## config.mk

```make
export PLATFORM = sky130hd
export DESIGN_NAME = window_loader
export DESIGN_NICKNAME = d
export VERILOG_FILES = /design/src/rtl/border_pkg.sv /design/src/rtl/tap_addr_gen.sv /design/src/rtl/window_loader.sv
export SDC_FILE = /design/constraint.sdc
export NUM_CORES = 1
export LEC_CHECK = 0
export BUFFER_PORTS_ARGS = -buffer_cell sky130_fd_sc_hd__buf_2
export CAP_MARGIN = 20
export CELL_PAD_IN_SITES_DETAIL_PLACEMENT = 1
export CELL_PAD_IN_SITES_GLOBAL_PLACEMENT = 2
export CORE_UTILIZATION = 35
export CTS_CLUSTER_DIAMETER = 50
export DETAILED_ROUTE_END_ITERATION = 10
export HOLD_SLACK_MARGIN = 0.12
export PLACE_DENSITY = 0.81
export SLEW_MARGIN = 20
export SYNTH_ARGS = -nofsm -noshare
export SYNTH_HDL_FRONTEND = slang
export SYNTH_SLANG_ARGS = --single-unit
```

## constraint.sdc

```tcl
create_clock -name clk -period 5.81 [get_ports clk]
set_input_delay 0.8715 -clock clk [delete_from_list [all_inputs] [get_ports clk]]
set_output_delay 0.8715 -clock clk [all_outputs]
set_load 0.03 [all_outputs]
```

## src/rtl/border_pkg.sv

```systemverilog
// border_pkg: shared window geometry and FSM state codes for the window loader
package border_pkg;
   localparam int K         = 5;
   localparam int WIN_BYTES = K * K;
   localparam int DEF_PIX_W = 8;
   localparam int WIN_W     = WIN_BYTES * DEF_PIX_W;
   localparam logic [1:0] IDLE  = 2'd0;
   localparam logic [1:0] FETCH = 2'd1;
   localparam logic [1:0] DRAIN = 2'd2;
   localparam logic [1:0] HOLD  = 2'd3;
endpackage

```

## src/rtl/tap_addr_gen.sv

```systemverilog
// tap_addr_gen: walks the 5x5 taps row-major, producing frame-buffer address and pad flag
module tap_addr_gen
   import border_pkg::*;
#(
   parameter int IMG_W  = 320,
   parameter int IMG_H  = 240,
   parameter int ADDR_W = 17
) (
   input  logic              clk,
   input  logic              rst_n,
   input  logic              load,
   input  logic              step,
   input  logic [8:0]        cx,
   input  logic [7:0]        cy,
   output logic [4:0]        idx,
   output logic [ADDR_W-1:0] addr,
   output logic              pad,
   output logic              last
);
   localparam logic signed [9:0]      XLIM = 10'(IMG_W);
   localparam logic signed [8:0]      YLIM = 9'(IMG_H);
   localparam logic signed [ADDR_W:0] ROW  = (ADDR_W+1)'(IMG_W);
   logic [2:0]               col, row;
   logic [8:0]               cx_r;
   logic [7:0]               cy_r;
   logic signed [ADDR_W:0]   row_base, base0;
   logic signed [9:0]        x;
   logic signed [8:0]        y, ym2;
   // Row base may start negative (top border); padded taps never use the address.
   always_comb begin
      ym2   = $signed({1'b0, cy}) - 9'sd2;
      base0 = $signed({{(ADDR_W-8){ym2[8]}}, ym2}) * ROW;
      x     = $signed({1'b0, cx_r}) + $signed({7'd0, col}) - 10'sd2;
      y     = $signed({1'b0, cy_r}) + $signed({6'd0, row}) - 9'sd2;
      pad   = x[9] || x >= XLIM || y[8] || y >= YLIM;
      addr  = ADDR_W'(row_base + $signed({{(ADDR_W-9){x[9]}}, x}));
      last  = idx == 5'(WIN_BYTES - 1);
   end
   always_ff @(posedge clk or negedge rst_n)
      if (!rst_n) begin
         idx      <= '0;
         col      <= '0;
         row      <= '0;
         cx_r     <= '0;
         cy_r     <= '0;
         row_base <= '0;
      end else if (load) begin
         idx      <= '0;
         col      <= '0;
         row      <= '0;
         cx_r     <= cx;
         cy_r     <= cy;
         row_base <= base0;
      end else if (step) begin
         idx      <= idx + 5'd1;
         col      <= col == 3'(K-1) ? 3'd0 : col + 3'd1;
         row      <= col == 3'(K-1) ? row + 3'd1 : row;
         row_base <= col == 3'(K-1) ? row_base + ROW : row_base;
      end
endmodule

```

## src/rtl/window_loader.sv

```systemverilog
// window_loader: fetches a padded 5x5 neighbourhood from the frame buffer and holds it until ack
module window_loader
   import border_pkg::*;
#(
   parameter int IMG_W  = 320,
   parameter int IMG_H  = 240,
   parameter int PIX_W  = 8,
   parameter int ADDR_W = 17
) (
   input  logic                       clk,
   input  logic                       rst_n,
   input  logic                       start,
   input  logic [8:0]                 center_x,
   input  logic [7:0]                 center_y,
   output logic                       mem_rd,
   output logic [ADDR_W-1:0]          mem_addr,
   input  logic [PIX_W-1:0]           mem_data,
   output logic [WIN_BYTES*PIX_W-1:0] window,
   output logic                       window_valid,
   input  logic                       ack,
   output logic                       busy
);
   logic [1:0]        state;
   logic [4:0]        idx, cap_idx;
   logic              pad, last, cap_pad, cap_valid;
   logic [ADDR_W-1:0] addr;
   tap_addr_gen #(.IMG_W(IMG_W), .IMG_H(IMG_H), .ADDR_W(ADDR_W)) u_tap (
      .clk  (clk),
      .rst_n(rst_n),
      .load (state == IDLE && start),
      .step (state == FETCH),
      .cx   (center_x),
      .cy   (center_y),
      .idx  (idx),
      .addr (addr),
      .pad  (pad),
      .last (last)
   );
   always_comb begin
      busy         = state != IDLE;
      window_valid = state == HOLD;
      mem_rd       = state == FETCH && !pad;
      mem_addr     = mem_rd ? addr : '0;
   end
   // Tap index and pad flag trail the read by one cycle to line up with mem_data.
   always_ff @(posedge clk or negedge rst_n)
      if (!rst_n) begin
         state     <= IDLE;
         window    <= '0;
         cap_valid <= 1'b0;
         cap_idx   <= '0;
         cap_pad   <= 1'b0;
      end else begin
         cap_valid <= state == FETCH;
         cap_idx   <= idx;
         cap_pad   <= pad;
         if (state == IDLE && start)
            window <= '0;
         else if (cap_valid)
            window[cap_idx*PIX_W +: PIX_W] <= cap_pad ? '0 : mem_data;
         state <= state == IDLE  ? (start ? FETCH : IDLE) :
                  state == FETCH ? (last ? DRAIN : FETCH) :
                  state == DRAIN ? HOLD :
                  (ack ? IDLE : HOLD);
      end
endmodule

```

==> results of run 1 <==
-- final cells by class --
type                            count  area [um^2]  area share
Sequential cell                   248         6210       0.411
Multi-Input combinational cell    851         5560       0.368
Timing Repair Buffer              260         1350      0.0897
Clock buffer                       43          947      0.0628
Tap cell                          448          561      0.0372
Clock inverter                     19          262      0.0173
Inverter                           53          199      0.0132
-- power groups by stage --
| stage | sequential, uW | combinational [uW] | clock, uW |
|---|---|---|---|
| after floorplan | 3600 | 3600 | 0 |
| after global placement | 2780 | 5900 | 0 |
| after detailed placement | 2800 | 6040 | 0 |
| after CTS | 2780 | 6070 | 2290 |
| after global routing | 2860 | 6660 | 2360 |
| final | 2780 | 6060 | 2220 |
-- cell families (layout without fill, tap and decap cells) --
kind of cell,after synthesis,in the layout,synth area share
and+or+nand+nor,426,426,0.165
DFF,248,248,0.510
AOI/OAI and AO/OA,197,197,0.0936
muxes,121,121,0.0995
buffers and inverters,106,375,0.0355
adders and majority gates,59,59,0.0625
xor gates and xnor gates,47,47,0.0338
other,1,1,0.000308
-- worst reg2reg max path, cell delays in order, from the launching register on --
cell and delay, ns:
dfrtp_1 0.49, inv_1 0.13, ha_1 0.28, inv_1 0.11, nor3_1 0.27, ha_1 0.34
or4_1 0.87, nor2_8 0.34, mux2i_1 0.23, nor2_1 0.06
-- sequential cells by signal (all words and copies together), names as in the netlist --
signal          count
u_tap.row_base     11
window            200
u_tap.idx           5
state               2
u_tap.cy_r          8
cap_pad             1
cap_valid           1
u_tap.row           3
cap_idx             5
u_tap.cx_r          9
u_tap.col           3
-- per-stage QoR --
stage / instance area (um^2) / setup WS [ns] / std cells / hold WS [ns]
after floorplan: 12200 / 0.929 / 1205 / 0.398
after global placement: 13800 / 0.713 / 1858 / 0.426
final: 15100 / 0.334 / 1922 / 0.303
after detailed placement: 13800 / 0.607 / 1858 / 0.434
after global routing: 15100 / 0.00522 / 1922 / 0.344
after CTS: 15000 / 0.0248 / 1920 / 0.333
-- routing by layer --
metal / share of wire / routed length, um / vias up / global-route usage
met5: 0 / 0 / - / 0
met4: 0.022 / 776 / 0 / 0.0571
met3: 0.040 / 1430 / 49 / 0.0309
met2: 0.47 / 17000 / 193 / 0.331
met1: 0.47 / 16900 / 4796 / 0.286
li1: - / - / 4564 / -
-- what timing repair did --
item                                    CTS  global route
resized for setup                         0             6
endpoints found under the setup margin    0             3
hold buffers                              0             0
buffers inserted                          0             2
-- cells in the final DEF (no fill, tap or decap), types with 31 or more instances in the layout --
cell type and instances:
buf_2 247, o21ai_0 78, ha_1 55, nand2_1 136
a21oi_1 37, o21ai_1 33, clkbuf_16 36, nor2_1 183
inv_1 50, xnor2_1 31, mux2i_1 121, dfrtp_1 248
-- worst paths after layout --
kind / endpoint / depth (start not counted)
max: mem_addr[15] / 19
min: window[102] / 1
max reg2reg: window[186] / 9
min reg2reg: cap_idx[4] / 0
max in group asynchronous: window[33] / 2
min in group clk: cap_idx[4] / 0
==> results.ini, run 1 <==
[worst_setup_path]
cpMaxStageDelayCell=fa_1
cp.required_ns=4.94
reg2reg_from=cap_idx[0]
crit_top_cell=inv_1
critPathCaptureType=output pin
critPathLaunchType=register
ff2ff_setup_slack_ns=2.52
path_max_fanout=7
crit_chain=inv_1 -> ha_1 -> inv_1 -> ha_1 -> fa_1 -> a211oi_4 -> nor2_1 -> o22ai_1 -> xnor2_2 -> inv_2 -> ha_2 -> inv_1 -> o311ai_1 -> a31oi_1 -> o21bai_1 -> a21oi_1 -> xor2_1 -> nor2_1 -> buf_2
crit_arrival_ns=4.60
crit_start=u_tap.col[1]
crit_buf_inv=5
max_stage_delay_ns=0.46
path_delay_family=adder cells
path_class=register to output pin

[yosys]
synth_area_leader_cell=dfrtp_1
yosys_warnings=0
syn_area_um2=12200
async_flop_share=1.00
ys_seq_area_frac=0.510
yosys.area.top_type_share=0.510
synth_cell_type_count=67
syn-num-nets=1293
synth-main-ff-cell=dfrtp_1
yosys-top-cells-count=dfrtp_1, nor2_1, nand2_1, mux2i_1, o21ai_0
synthCells=1205
synth_most_common_cell=dfrtp_1
synth_edf_count=0
ys_ff_latch=248
syn_area_per_cell_um2=10.1
synth_area_leaders=dfrtp_1, mux2i_1, ha_1

[timing]
tns_ns=0
max_slew_margin=0.318
fmax_ghz=0.183
slew_violations=0
rsz0062_at_grt=false
hold_viol=0
timing.final.crit_share=0.942
fin_crit_ns=5.48
finClkSkew_ns=0.0267
setup_viol=0
max_slew.worst_pin.slew_ns=1.02

[job]
cap_viol_max_count=0

[cts]
cts_sinks=248
cts_tree=built
cts_max_level=2
cts_made_buffers=36
clock_latency_ns=0.52
cts_buffer_depth=3
path_clk_slew_ns=0.05
clockRootBuffer=clkbuf_16

[layout]
fin_nets=1538
drive_gt1_frac=0.239
n_antenna_cell=0
fillerInstances=3899
final_core_util=0.445
layout-area-overhead-vs-synth_pct=24.0

[routing]
drt_first_pass_iters=4
postRouteAntennaNets=0
routedWlPerCell_um=18.8
via_per_inst=5.00
via_count=9602
totalWireLength_mm=36.1
drc=0
drtIter0Drc=415

[grt]
grt_pass1_wl_mm=57.7
gr-total-overflow=0
grt_pass1_vias=9812
grt_max_degree=176
grt_use_total=0.205
grt_antenna_before_repair=0

[placed_design]
place_congestion=0.785
io_buffers=248
dpl.hpwl_mm=25.4

[pwr]
pwr-share-clk=0.201
combPwrFrac=0.548
powerDensity_nw_per_um2=733
ir_drop_mv=0.504
internal-power_uw=5810
p_seq_frac=0.251
p_sw_uw=5250
power_uw=11100
power_leakage_uw=0.00820
swShare=0.475

[floorplanning]
num_io_pins=249
fp.dieW_um=188
core_area_um2=33900
dieArea_um2=35500
rows=67
dieHeight_um=188
start_util=0.359

[run_status]
status=complete, no violations

[min_path]
holdCritPathClass=primary input to async pin

Note: power is estimated with default switching activity, not from simulation.
==> run 2, diff against run 1 <==
--- a/config.mk
+++ b/config.mk
@@ -5,15 +5,17 @@
 export SDC_FILE = /design/constraint.sdc
 export NUM_CORES = 1
 export LEC_CHECK = 0
+export ABC_AREA = 1
 export BUFFER_PORTS_ARGS = -buffer_cell sky130_fd_sc_hd__buf_2
 export CAP_MARGIN = 20
 export CELL_PAD_IN_SITES_DETAIL_PLACEMENT = 1
 export CELL_PAD_IN_SITES_GLOBAL_PLACEMENT = 2
-export CORE_UTILIZATION = 35
+export CORE_UTILIZATION = 29
 export CTS_CLUSTER_DIAMETER = 50
 export DETAILED_ROUTE_END_ITERATION = 10
+export GPL_ROUTABILITY_DRIVEN = 0
 export HOLD_SLACK_MARGIN = 0.12
-export PLACE_DENSITY = 0.81
+export PLACE_DENSITY = 0.76
 export SLEW_MARGIN = 20
 export SYNTH_ARGS = -nofsm -noshare
 export SYNTH_HDL_FRONTEND = slang
==> constraint.sdc (replaced) <==
create_clock -name clk -period 4.4 [get_ports clk]
set_input_delay 0.66 -clock clk [delete_from_list [all_inputs] [get_ports clk]]
set_output_delay 0.66 -clock clk [all_outputs]
set_load 0.03 [all_outputs]
==> run 2 against run 1 <==
Against the previous run: critical path depth unchanged; sequential share of layout area decreased by 4.6 points; design area increased by 13%; combinational power increased by 25%; clock skew decreased by 0.012 ns; non-clock buffer count increased by 12; flip-flop and latch count unchanged; sequential power about the same; clock power increased by 31%; count of clock-buffer cells in the layout increased by 10; first-iteration DRC count increased by 89%; critical endpoint is now mem_addr[13]; largest cell class is now multi-input combinational cells.
==> results.ini, run 2 <==
[timing]
rsz0062_at_grt=true  ; was false
hold_viol=0  ; unchanged
slew_violations=0  ; unchanged
max_slew_margin=0.272  ; was 0.318
fin_ws_ns=0.0392  ; was 0.334 ns
max_slew.worst_pin.slew_ns=1.09  ; was 1.02 ns
fmax_ghz=0.229
finClkSkew_ns=0.0147  ; was 0.0267 ns
timing.final.crit_share=0.991
setup_viol=0  ; unchanged
fin_crit_ns=4.36

[layout]
drive_gt1_frac=0.212  ; was 0.239
final_common_cell=nand2_1  ; was dfrtp_1
regMostFlops=window  ; unchanged
final_cell_mix=nand2_1, dfrtp_1, nand3_1  ; was dfrtp_1, buf_2, nor2_1
layout.cells.non_filler=2606  ; was 1922
largest_reg_flops=200  ; unchanged
fin_nets=2062  ; was 1538
fillerInstances=5609  ; was 3899
top_regs=window (200), u_tap.row_base (11), u_tap.cx_r (9)  ; unchanged
layout-area-overhead-vs-synth_pct=25.7  ; was 24.0%

[yosys]
synth-compound-area-share=0.0584  ; was 0.0936
syn-num-nets=1818  ; was 1293
syn_area_um2=13500  ; was 12200 um^2
synth_area_leaders=dfrtp_1, nand2_1, nand3_1  ; was dfrtp_1, mux2i_1, ha_1
async_flop_share=1.00  ; unchanged
synth_cell_type_count=41  ; was 67
synthMuxAreaShare=0  ; was 0.0995
synth_most_common_cell=nand2_1  ; was dfrtp_1
yosys.area.top_type_share=0.459  ; was 0.510
ys_seq_area_frac=0.459  ; was 0.510
synthSimpleGateAreaFrac=0.345  ; was 0.165
synth_top_family_by_area=simple AND/OR/NAND/NOR gates  ; unchanged
syn_area_per_cell_um2=7.81  ; was 10.1 um^2
yosys.area_share.adder=0.0563  ; was 0.0625
synth_area_leader_cell=dfrtp_1  ; unchanged
synth-xor-area-share=0.0129  ; was 0.0338
ys_ff_latch=248  ; unchanged
yosys-top-cells-count=nand2_1, nand3_1, dfrtp_1, inv_1, nor2_1  ; was dfrtp_1, nor2_1, nand2_1, mux2i_1, o21ai_0
synth-main-ff-cell=dfrtp_1  ; unchanged
synth_edf_count=0  ; unchanged
synthCells=1730  ; was 1205
yosys_warnings=0  ; unchanged

[worst_setup_path]
crit_arrival_ns=3.70  ; was 4.60 ns
path_class=register to output pin  ; unchanged
critPathCaptureType=output pin  ; unchanged
path_max_fanout=8  ; was 7
reg2reg_from=cap_idx[0]  ; unchanged
worst-r2r-cell-count=9  ; unchanged
ff2ff_setup_slack_ns=0.96  ; was 2.52 ns
critPathLaunchType=register  ; unchanged
cp.required_ns=3.74  ; was 4.94 ns
r2r-end=window[154]  ; was window[186]

[cts]
ctsHoldBuffers=0  ; unchanged
cts_made_buffers=37  ; was 36
clockRootBuffer=clkbuf_16  ; unchanged
cts_tree=built  ; unchanged
clock_latency_ns=0.54  ; was 0.52 ns
cts_buffer_depth=3  ; unchanged
cts_max_level=2  ; unchanged
path_clk_slew_ns=0.05  ; about the same
cts_sinks=248  ; unchanged

[min_path]
holdCritPathClass=primary input to async pin  ; unchanged

[floorplanning]
fp.dieW_um=218  ; was 188 um
start_util=0.296  ; was 0.359
num_io_pins=249  ; unchanged
core_area_um2=45700  ; was 33900 um^2
rows=78  ; was 67
dieArea_um2=47400  ; was 35500 um^2
dieHeight_um=218  ; was 188 um

[grt]
grt_max_degree=203  ; was 176
grt_antenna_before_repair=9  ; was 0
grt_pass1_wl_mm=78.2  ; was 57.7 mm
grt_pass1_vias=13300  ; was 9812
grt_use_total=0.212  ; was 0.205
gr-total-overflow=0  ; unchanged

[placed_design]
dpl.hpwl_mm=36.5  ; was 25.4 mm
dp.cells=2524  ; was 1858
io_buffers=248  ; unchanged
pre_cts_ws_ns=0.109  ; was 0.607 ns

[routing]
totalWireLength_mm=50.4  ; was 36.1 mm
drc=0  ; unchanged
drt_first_pass_iters=5  ; was 4
via_count=13000  ; was 9602
drtIter0Drc=783  ; was 415
postRouteAntennaNets=0  ; unchanged
routedWlPerCell_um=19.3  ; was 18.8 um
via_per_inst=4.99  ; was 5.00

[run_status]
status=complete, no violations  ; unchanged

[pwr]
powerDensity_nw_per_um2=780  ; was 733 nW/um^2
power_leakage_uw=0.00911  ; was 0.00820 uW
ir_drop_mv=0.743  ; was 0.504 mV

[job]
cap_viol_max_count=0  ; unchanged

==> run 2: changes by cell type in the layout (fill, tap and decap cells not counted), sizes merged, moves of 27 or more <==
cell   delta
nor2     -68
nor4     +27
nor3     +46
inv     +118
o21ai    -29
nand2   +351
nand4    +47
nand3   +238
mux2i   -121
==> run 2: per-layer routing <==
layer	wire, um	share of wire	vias to the layer above	global-route usage
met2	23600	0.47	277	0.339
met3	2740	0.054	77	0.0495
li1	-	-	6241	-
met5	23	0.00046	-	0
met1	22900	0.45	6393	0.285
met4	1170	0.023	4	0.0611
==> run 2: layout make-up <==
class / count / area (um^2) / share of cell area
antenna: 6 / 15.0 / 0.000885
clock buffer: 53 / 1070 / 0.0630
clock inverter: 12 / 133 / 0.00781
inverter: 175 / 657 / 0.0387
multi-input combinational: 1240 / 6680 / 0.393
sequential: 248 / 6210 / 0.366
tap: 600 / 751 / 0.0442
timing repair buffer: 272 / 1470 / 0.0864
==> run 2: power by group <==
group / leakage [uW] / internal [uW] / total (uW) / switching, uW
clock: 0.000590 / 1810 / 2910 / 1100
sequential: 0.00336 / 2520 / 2770 / 245
combinational: 0.00516 / 2280 / 7560 / 5280
==> run 2: worst max-delay path, stage by stage, from the launching register on <==
cell	delay, ns
dfrtp_1	0.35
inv_2	0.06
ha_4	0.25
inv_1	0.03
ha_2	0.19
fa_2	0.35
nand3_2	0.11
nand3_4	0.11
nand3_4	0.11
nand2_4	0.07
nand2_4	0.10
nand2_8	0.11
ha_4	0.26
a21o_1	0.21
nor2_1	0.13
nand2_1	0.11
buf_4	0.15
xor2_1	0.14
nor2_1	0.10
buf_2	0.21
==> run 2: per-stage QoR <==
step	hold slack [ns]	utilization	total power, uW	instance area [um^2]	setup TNS, ns
after floorplan	0.364	-	7590	13500	0
after global placement	0.396	0.337	9270	15400	0
after detailed placement	0.399	0.337	9420	15400	0
after CTS	0.160	0.368	12900	16800	0
after global routing	0.183	0.371	14200	17000	-0.470
final	0.143	0.372	13200	17000	0
==> run 2: how the worst max path moves through the flow <==
stage / startpoint / to / slack (ns) / cells past startpoint
2_1_floorplan: u_tap.col[1] / mem_addr[14] / 0.42 / 20
3_3_place_gp: u_tap.col[1] / mem_addr[14] / 0.23 / 21
3_5_place_dp: u_tap.col[1] / mem_addr[14] / 0.11 / 21
4_1_cts: u_tap.col[1] / mem_addr[14] / 0.009 / 21
5_1_grt: u_tap.col[1] / mem_addr[14] / -0.14 / 21
6_report: u_tap.col[1] / mem_addr[13] / 0.04 / 19
==> run 2: logic make-up after synthesis <==
kind of cell	Yosys count
compound gates	143
xor+xnor	19
fa+ha+maj	59
buf+inv	242
flops	248
other cells	1
simple gates	1018
==> run 2: timing repair <==
item / 4_1_cts / 5_1_grt
buffers inserted: 6 / 5
pin swaps: 10 / 20
setup endpoints to repair: 17 / 17
resized for setup: 27 / 24
==> run 3, diff against run 2 <==
--- a/config.mk
+++ b/config.mk
@@ -19,4 +19,5 @@
 export SLEW_MARGIN = 20
 export SYNTH_ARGS = -nofsm -noshare
 export SYNTH_HDL_FRONTEND = slang
+export SYNTH_HIERARCHICAL = 1
 export SYNTH_SLANG_ARGS = --single-unit
==> run 3 against run 2 <==
Against the previous run: global-route usage shrank 0.60 points; routed wire length shrank 4.6%; via count shrank 2.7%; design area grew 0.10%; clock power grew 10%; fmax grew 2.1%; first-iteration DRC count shrank 7.7%; sequential share of layout area is essentially flat; hold slack gained 0.0044 ns; register-to-register slack lost 0.10 ns; die area shrank 0.85%; critical path depth grew 3.
==> results.ini, run 3 <==
[pwr]
internal-power_uw=6960  ; was 6620 uW
pwr-share-clk=0.239  ; was 0.220
p_sw_uw=6450  ; was 6620 uW
powerDensity_nw_per_um2=789  ; was 780 nW/um^2
combPwrFrac=0.545  ; was 0.571
power_leakage_uw=0.00925  ; was 0.00911 uW
swShare=0.481  ; was 0.500
ir_drop_mv=0.841  ; was 0.743 mV
p_seq_frac=0.216  ; was 0.209

[layout]
largest_reg_flops=200  ; unchanged
layout-area-overhead-vs-synth_pct=26.9  ; was 25.7%
final_common_cell=nand2_1  ; unchanged
fin_nets=2042  ; was 2062
fillerInstances=5569  ; was 5609
final_cell_mix=nand2_1, nand3_1, dfrtp_1  ; was nand2_1, dfrtp_1, nand3_1
top_regs=window (200), u_tap/row_base (11), u_tap/cx_r (9)  ; was window (200), u_tap.row_base (11), u_tap.cx_r (9)
design_area_um2=17000  ; about the same
drive_gt1_frac=0.222  ; was 0.212
regMostFlops=window  ; unchanged

[routing]
postRouteAntennaNets=0  ; unchanged
via_count=12600  ; was 13000
drt_first_pass_iters=5  ; unchanged
top_layer_used=met4  ; was met5
via_per_inst=4.90  ; was 4.99
routedWlPerCell_um=18.6  ; was 19.3 um
totalWireLength_mm=48.1  ; was 50.4 mm
wl_met1_mm=20.8  ; was 22.9 mm
route.met2.wl_mm=23.5  ; was 23.6 mm
drtIter0Drc=723  ; was 783
wl_met3_mm=2.59  ; was 2.74 mm
drc=0  ; unchanged

[timing]
slew_violations=0  ; unchanged
setup_viol=0  ; unchanged
fin_crit_ns=4.27  ; was 4.36 ns
timing.final.crit_share=0.971  ; was 0.991
fmax_ghz=0.234  ; was 0.229 GHz
fin_ws_ns=0.127  ; was 0.0392 ns
rsz0062_at_grt=true  ; unchanged
holdWs_ns=0.148  ; was 0.143 ns
hold_viol=0  ; unchanged
max_slew_margin=0.392  ; was 0.272
max_slew.worst_pin.slew_ns=0.910  ; was 1.09 ns
finClkSkew_ns=0.0282  ; was 0.0147 ns

[grt]
grt_use_total=0.206  ; was 0.212
gr-total-overflow=0  ; unchanged
grt_pass1_vias=13300  ; about the same
grt_pass1_wl_mm=75.9  ; was 78.2 mm
grt_antenna_before_repair=1  ; was 9
grt_max_degree=156  ; was 203

[yosys]
yosys.area.top_type_share=0.463  ; was 0.459
async_flop_share=1.00  ; unchanged
synth_most_common_cell=nand2_1  ; unchanged
yosys_warnings=6  ; was 0
ys_ff_latch=248  ; unchanged
synth_area_leaders=dfrtp_1, nand2_1, nand3_1  ; unchanged
yosys-top-cells-count=nand2_1, nand3_1, dfrtp_1, inv_1, nor2_1  ; unchanged
synthCells=1702  ; was 1730
synth_area_leader_cell=dfrtp_1  ; unchanged
syn_area_per_cell_um2=7.87  ; was 7.81 um^2
syn_area_um2=13400  ; was 13500 um^2
synth-main-ff-cell=dfrtp_1  ; unchanged
synth_cell_type_count=47  ; was 41
ys_seq_area_frac=0.463  ; was 0.459
synth_edf_count=0  ; unchanged
syn-num-nets=1790  ; was 1818

[worst_setup_path]
worst-r2r-cell-count=11  ; was 9
path_class=register to output pin  ; unchanged
path_max_fanout=6  ; was 8
crit_start=u_tap/col[1]  ; was u_tap.col[1]
ff2ff_setup_slack_ns=0.86  ; was 0.96 ns
crit_arrival_ns=3.61  ; was 3.70 ns
reg2reg_from=cap_idx[0]  ; unchanged
critPathLaunchType=register  ; unchanged
endpoint=mem_addr[15]  ; was mem_addr[13]
r2r-end=window[188]  ; was window[154]
critPathCaptureType=output pin  ; unchanged
cp.required_ns=3.74  ; about the same

[cts]
cts_sinks=248  ; unchanged
ctsHoldBuffers=0  ; unchanged
cts_made_buffers=38  ; was 37
clockRootBuffer=clkbuf_16  ; unchanged
path_clk_slew_ns=0.06  ; was 0.05 ns
cts_buffer_depth=3  ; unchanged
clock_latency_ns=0.55  ; was 0.54 ns
cts_max_level=2  ; unchanged
cts_tree=built  ; unchanged

[floorplanning]
start_util=0.294  ; was 0.296
dieArea_um2=47000  ; was 47400 um^2
dieHeight_um=217  ; was 218 um
core_area_um2=45500  ; was 45700 um^2
num_io_pins=249  ; unchanged
fp.dieW_um=217  ; was 218 um
rows=78  ; unchanged

[placed_design]
io_buffers=248  ; unchanged
pre_cts_ws_ns=0.142  ; was 0.109 ns
dpl.hpwl_mm=35.6  ; was 36.5 mm
dpl_cell_area_um2=15300  ; was 15400 um^2

[min_path]
holdCritPathClass=primary input to async pin  ; unchanged

[run_status]
status=complete, no violations  ; unchanged

[job]
cap_viol_max_count=0  ; unchanged

==> run 3: changes by cell type in the layout (fill, tap and decap cells not counted), moves of 11 or more <==
cell,delta
nand3_1,+17
o21ai_0,-11
inv_1,-28
nand2_1,+16
nor4_1,-27
nor3_1,-23
nor2_1,+29
==> run 3: cell type report <==
cell class / count / area, um^2 / share of cell area
Antenna cell: 1 / 2.50 / 0.000147
Clock buffer: 45 / 1030 / 0.0605
Inverter: 143 / 539 / 0.0317
Sequential cell: 248 / 6210 / 0.365
Multi-Input combinational cell: 1249 / 6670 / 0.392
Timing Repair Buffer: 274 / 1490 / 0.0878
Tap cell: 600 / 751 / 0.0442
Clock inverter: 21 / 304 / 0.0179
==> run 3: timing repair <==
action	CTS	global route
endpoints found under the setup margin	17	17
pin swaps	14	18
endpoints found under the hold margin	0	0
gates resized for setup	44	22
setup buffers	4	3
==> run 3: worst max-delay path: stages (launching register included) <==
cell      delay, ns
dfrtp_1        0.36
inv_2          0.07
ha_4           0.26
inv_2          0.04
ha_4           0.16
fa_2           0.34
nand3_2        0.08
nand3_2        0.10
nand2_4        0.10
nand2_4        0.06
nand2_4        0.09
nand2_8        0.09
ha_4           0.30
buf_6          0.11
nand2_4        0.05
o21ai_2        0.13
a21oi_2        0.08
o21bai_1       0.18
nor2_1         0.07
nor2_1         0.08
inv_1          0.04
nor2_1         0.08
buf_4          0.17
==> run 3: stage by stage <==
step / instances / util / total power [uW] / setup TNS (ns)
2_1_floorplan: 1702 / - / 7470 / 0
3_5_place_dp: 2507 / 0.336 / 9390 / 0
5_1_grt: 2581 / 0.374 / 14400 / -0.232
3_3_place_gp: 2507 / 0.336 / 9240 / 0
4_1_cts: 2577 / 0.371 / 13300 / -0.0212
6_report: 2581 / 0.374 / 13400 / 0
==> run 3: worst min path at each step <==
stage	to	startpoint
3_3_place_gp	cap_idx[1]	u_tap/idx[1]
5_1_grt	window[14]	rst_n
3_5_place_dp	cap_idx[1]	u_tap/idx[1]
6_report	window[142]	rst_n
2_1_floorplan	cap_idx[0]	rst_n
4_1_cts	window[143]	rst_n
==> run 3: power groups by stage <==
stage | sequential, uW | combinational (uW) | clock (uW)
6_report | 2890 | 7310 | 3210
5_1_grt | 2930 | 8110 | 3380
4_1_cts | 2900 | 7100 | 3300
3_5_place_dp | 2920 | 6470 | 0
3_3_place_gp | 2900 | 6330 | 0
2_1_floorplan | 2950 | 4520 | 0
==> run 3: routing by layer <==
metal / vias to the layer above / global-route usage
li1: 6100 / -
met1: 6206 / 0.261
met2: 265 / 0.351
met3: 74 / 0.0453
met4: 0 / 0.0610
met5: - / 0
==> run 3: logic make-up after synthesis <==
kind of cell,share of synthesized area
AO/OA/AOI/OAI,0.0552
adder cells (fa/ha/maj),0.0568
XOR/XNOR,0.0130
buffers and inverters,0.0606
other,0.000280
flip-flops,0.463
AND/OR/NAND/NOR,0.351
